==> src/rtl/norm_shift.sv <==
// Iterative normalizer: finds the left shift that normalizes a word (leading zeros or
// redundant sign bits) by trying shifts of 16, 8, 4, 2 and 1, one per clock.
module norm_shift #(
  parameter int WIDTH = 32,
  parameter int SHW   = 5
) (
  input  logic             clk,
  input  logic             rst_n,
  input  logic             in_valid,
  output logic             in_ready,
  input  logic [WIDTH-1:0] data,
  input  logic             arith,
  output logic             out_valid,
  input  logic             out_ready,
  output logic [WIDTH-1:0] result,
  output logic [SHW-1:0]   shift,
  output logic             zero,
  output logic [1:0]       dbg_state
);

  // Handshake: a transfer happens on a rising edge where valid and ready are both 1.
  // in_ready is 1 only in IDLE; out_valid is 1 only in DONE, and the outputs are held
  // until out_ready is seen. Neither valid depends combinationally on the other side's ready.

  typedef enum logic [1:0] {IDLE = 2'd0, BUSY = 2'd1, DONE = 2'd2} state_t;

  state_t           state, state_nx;
  logic [WIDTH-1:0] work, work_nx;
  logic [SHW-1:0]   acc, acc_nx;
  logic [SHW-1:0]   step, step_nx;
  logic             arith_q, arith_nx;
  logic             zero_q, zero_nx;

  logic [SHW-1:0]   shamt;
  logic [SHW:0]     n;
  logic [WIDTH-1:0] mask;
  logic [WIDTH-1:0] probe;
  logic             hit;

  // Stage k tries n = 2**(SHW-1-k). In arith mode, the top n bits of work^(work<<1)
  // are zero exactly when the top n+1 bits of work are all equal.
  always_comb begin
    shamt = SHW'(SHW - 1) - step;
    n     = {{SHW{1'b0}}, 1'b1} << shamt;
    mask  = ~({WIDTH{1'b1}} >> n);
    probe = arith_q ? (work ^ (work << 1)) : work;
    hit   = ((probe & mask) == '0);
  end

  always_ff @(posedge clk or negedge rst_n) begin
    if (!rst_n) begin
      state   <= IDLE;
      work    <= '0;
      acc     <= '0;
      step    <= '0;
      arith_q <= 1'b0;
      zero_q  <= 1'b0;
    end else begin
      state   <= state_nx;
      work    <= work_nx;
      acc     <= acc_nx;
      step    <= step_nx;
      arith_q <= arith_nx;
      zero_q  <= zero_nx;
    end
  end

  always_comb begin
    state_nx  = state;
    work_nx   = work;
    acc_nx    = acc;
    step_nx   = step;
    arith_nx  = arith_q;
    zero_nx   = zero_q;
    in_ready  = 1'b0;
    out_valid = 1'b0;
    case (state)
      IDLE: begin
        in_ready = 1'b1;
        if (in_valid) begin
          work_nx  = data;
          arith_nx = arith;
          zero_nx  = (data == '0);
          acc_nx   = '0;
          step_nx  = '0;
          state_nx = BUSY;
        end
      end
      BUSY: begin
        if (hit) begin
          work_nx = work << n;
          acc_nx  = acc + n[SHW-1:0];
        end
        step_nx = step + 1'b1;
        if (step == SHW'(SHW - 1)) state_nx = DONE;
      end
      DONE: begin
        out_valid = 1'b1;
        if (out_ready) state_nx = IDLE;
      end
      default: state_nx = IDLE;
    endcase
  end

  assign result    = work;
  assign shift     = acc;
  assign zero      = zero_q;
  assign dbg_state = state;

endmodule
==> config.mk <==
export PLATFORM = sky130hd
export DESIGN_NAME = norm_shift
export DESIGN_NICKNAME = d
export VERILOG_FILES = /design/src/rtl/norm_shift.sv
export SDC_FILE = /design/constraint.sdc
export NUM_CORES = 1
export LEC_CHECK = 0
export ABC_AREA = 1
export BUFFER_PORTS_ARGS = -buffer_cell sky130_fd_sc_hd__buf_4
export CORE_UTILIZATION = 55
export DETAILED_ROUTE_END_ITERATION = 6
export GPL_ROUTABILITY_DRIVEN = 0
export GPL_TIMING_DRIVEN = 0
export PLACE_DENSITY_LB_ADDON = 0.1
export SYNTH_ARGS = -nofsm -noshare
export SYNTH_HDL_FRONTEND = slang
export SYNTH_SLANG_ARGS = --single-unit
==> constraint.sdc <==
create_clock -name clk -period 3.46 [get_ports clk]
set_input_delay 0.865 -clock clk [delete_from_list [all_inputs] [get_ports clk]]
set_output_delay 0.865 -clock clk [all_outputs]
set_load 0.005 [all_outputs]
==> out/results.txt <==
Flip-flop and latch area: 1150 um^2
Cells along the critical path: clkbuf_4, inv_2, ha_2, inv_1, nor2_1, nand2_2, nor2_2, buf_2, ha_1, nand2_1, o21ai_2, xor2_2, o21ai_0, a21oi_1, nand2_1, o21ai_0
Slowest stage cell, crit path: ha_2
Synth area leader: nand2_1
Most used DFF post-synth: dfrtp_1
Yosys warning count: 0
# diodes: 0
Failing checks: design-rule violations
Max-slew violation count: 0
Die area: 9080 um^2
Rel. slew slack: 0.444
Post-route antenna net violation count: 0
Die Width: 95.3 um
Root Buffer: clkbuf_8
Worst hold path class: reg -> reg
Worst setup EP type: flip-flop
1st-pass router iterations: 7
Vias per std cell: 6.37
Count leader, synth: nand2_1
Worst-margin pin slew: 0.826 ns
Worst path max stage delay: 0.41 ns
Final #Nets: 967
First-pass GRT wire length: 30300 um
Design Area, Final: 5660 um^2
Multi-input gate area: 3170 um^2
Placed standard-cell area: 5500 um^2
Register bit total from synthesis: 46
Max-Cap Viols: 0
Number of synthesized flops with an enable pin: 0
Post-synthesis cell count: 836
F_max: 303 MHz
CP Class: reg -> reg
Initial Utilization: 0.577
Std-Cell Rows: 33
Clk pin slew, worst setup/hold paths: 0.11 ns
Final Hold Fails: 0
Vias: 6555
Yosys top cell area share: 0.249
Syn_nets: 880
CTS tree: done
Share of cells above drive strength 1: 0.157
Max clock buf depth: 2
Port buffer count: 78
Yosys cell types: 32
Later-pin clock latency in the skew report: 0.32 ns
Initial antenna violation count: 0
Num ports: 79
Largest net degree at the start of global routing: 47
Post-synthesis cell area: 4790 um^2
Drt wl/cell: 18.6 um
Worst path arrival time: 3.48 ns
CP startpoint kind: flip-flop
Setup TNS: 0 ns
Fin crit share: 0.953
GRT Overall Usage: 0.444
Core area: 8300 um^2
Sequential area share after synthesis: 0.241
Final Skew: 0.0138 ns
Avg Inst Size Synth: 5.72 um^2
Number of remaining DRC errors: 17
Outcome: finished, violations left
WP data required: 3.65 ns
Fillers: 791
GRT overflow: 0
Top cells by area, synth: nand2_1 25%, dfrtp_1 24%, nand3_1 21%
H-tree lvl count: 2
Vias in the first global route: 6109
Num CTS Buffers: 5
Total Wirelength: 19100 um
Die H: 95.3 um
Fin util: 0.682
Drt initial violations: 1245
Top cells by count, synth: 317 x nand2_1, 198 x nand3_1, 65 x inv_1, 47 x o21ai_0, 46 x dfrtp_1
Min Tclk post-route: 3.30 ns
Crit-path max FO: 10
Async set-or-reset flop fraction in the synthesized netlist: 1.00
Syn-to-layout area delta: 18.4%
Final setup viols: 0
# clock sinks: 46
Dpl hpwl: 14400 um
Hold_ws: 0.515 ns
worst max-delay path, delay by kind of cell (launching register included):
family | cells | cell delay (ns)
compound gates | 4 | 0.43
xor+xnor | 1 | 0.19
fa+ha+maj | 2 | 0.71
buf+inv | 4 | 0.74
flops | 1 | 0.37
simple gates | 5 | 0.71
cell usage in the layout (no fill, tap or decap), types with 2 or more instances in the layout:
| cell type | instances |
|---|---|
| clkbuf_8 | 5 |
| nor2_1 | 29 |
| nand4_1 | 11 |
| nand3_1 | 198 |
| nor2_2 | 3 |
| ha_1 | 5 |
| xnor2_1 | 2 |
| buf_2 | 18 |
| nand2_2 | 6 |
| a21oi_1 | 13 |
| buf_6 | 3 |
| nor2_4 | 3 |
| nand2_4 | 3 |
| o31ai_1 | 3 |
| dfrtp_1 | 46 |
| inv_1 | 63 |
| o32ai_1 | 2 |
| nand2_1 | 317 |
| o21ai_0 | 46 |
| buf_1 | 4 |
| nor3_1 | 2 |
| o21ai_1 | 3 |
| buf_4 | 85 |
| nor4_1 | 10 |
| nand3_2 | 2 |
| o22ai_1 | 4 |
| clkbuf_1 | 11 |
| o21ai_2 | 2 |
| xor2_1 | 5 |
| inv_2 | 9 |
| o211ai_1 | 3 |
cells by family (layout without fill, tap and decap cells):
family | count (synthesis) | in the layout | synth area share
compound gates | 77 | 77 | 0.0876
xor+xnor | 8 | 8 | 0.0146
fa+ha+maj | 7 | 7 | 0.0199
buf+inv | 114 | 202 | 0.100
flops | 46 | 46 | 0.241
simple gates | 584 | 584 | 0.537
what timing repair did:
item	CTS	global route
hold buffers	0	0
endpoints found under the setup margin	1	1
resized for setup	4	13
pin swaps	0	4
buffers inserted	0	3
per-layer routing:
layer  up-vias  track usage  share of wire
met5         -            0              0
met4         0        0.240          0.066
met2       577        0.681           0.43
li1       2931            -              -
met3       150        0.143           0.14
met1      2897        0.550           0.36
final timing paths:
path	cells past startpoint	end	startpoint	slack, ns
worst max register to register	16	shift[4]	step[0]	0.16
max in group asynchronous	1	shift[2]	rst_n	2.47
worst min-delay path	2	zero	zero	0.52
min in group asynchronous	1	result[16]	rst_n	0.55
worst max-delay path	16	shift[4]	step[0]	0.16
worst min register to register	2	zero	zero	0.52
sequential cells by signal, indices dropped and copies added, names as in the netlist:
name and flops:
step 5, shift 5, zero 1, result 32, arith_q 1, dbg_state 2
final cells by class:
type | count | share of cell area
plain buffers | 40 | 0.0378
clock buffers | 6 | 0.0128
clock inverters | 2 | 0.00663
inverters | 73 | 0.0488
multi-input cells | 676 | 0.560
flip-flops and latches | 46 | 0.203
well taps | 105 | 0.0232
repair buffers | 81 | 0.107
metrics by stage:
| step | cells | worst slack, ns |
|---|---|---|
| after floorplan | 836 | 0.511 |
| after global placement | 1019 | -0.00620 |
| after detailed placement | 1019 | -0.105 |
| after CTS | 1027 | 0.000123 |
| after global routing | 1029 | -0.0348 |
| final | 1029 | 0.162 |
Power is left out: the tool's default activity adds up to more than one toggle a clock period on the data nets, which glitch-free logic cannot reach.
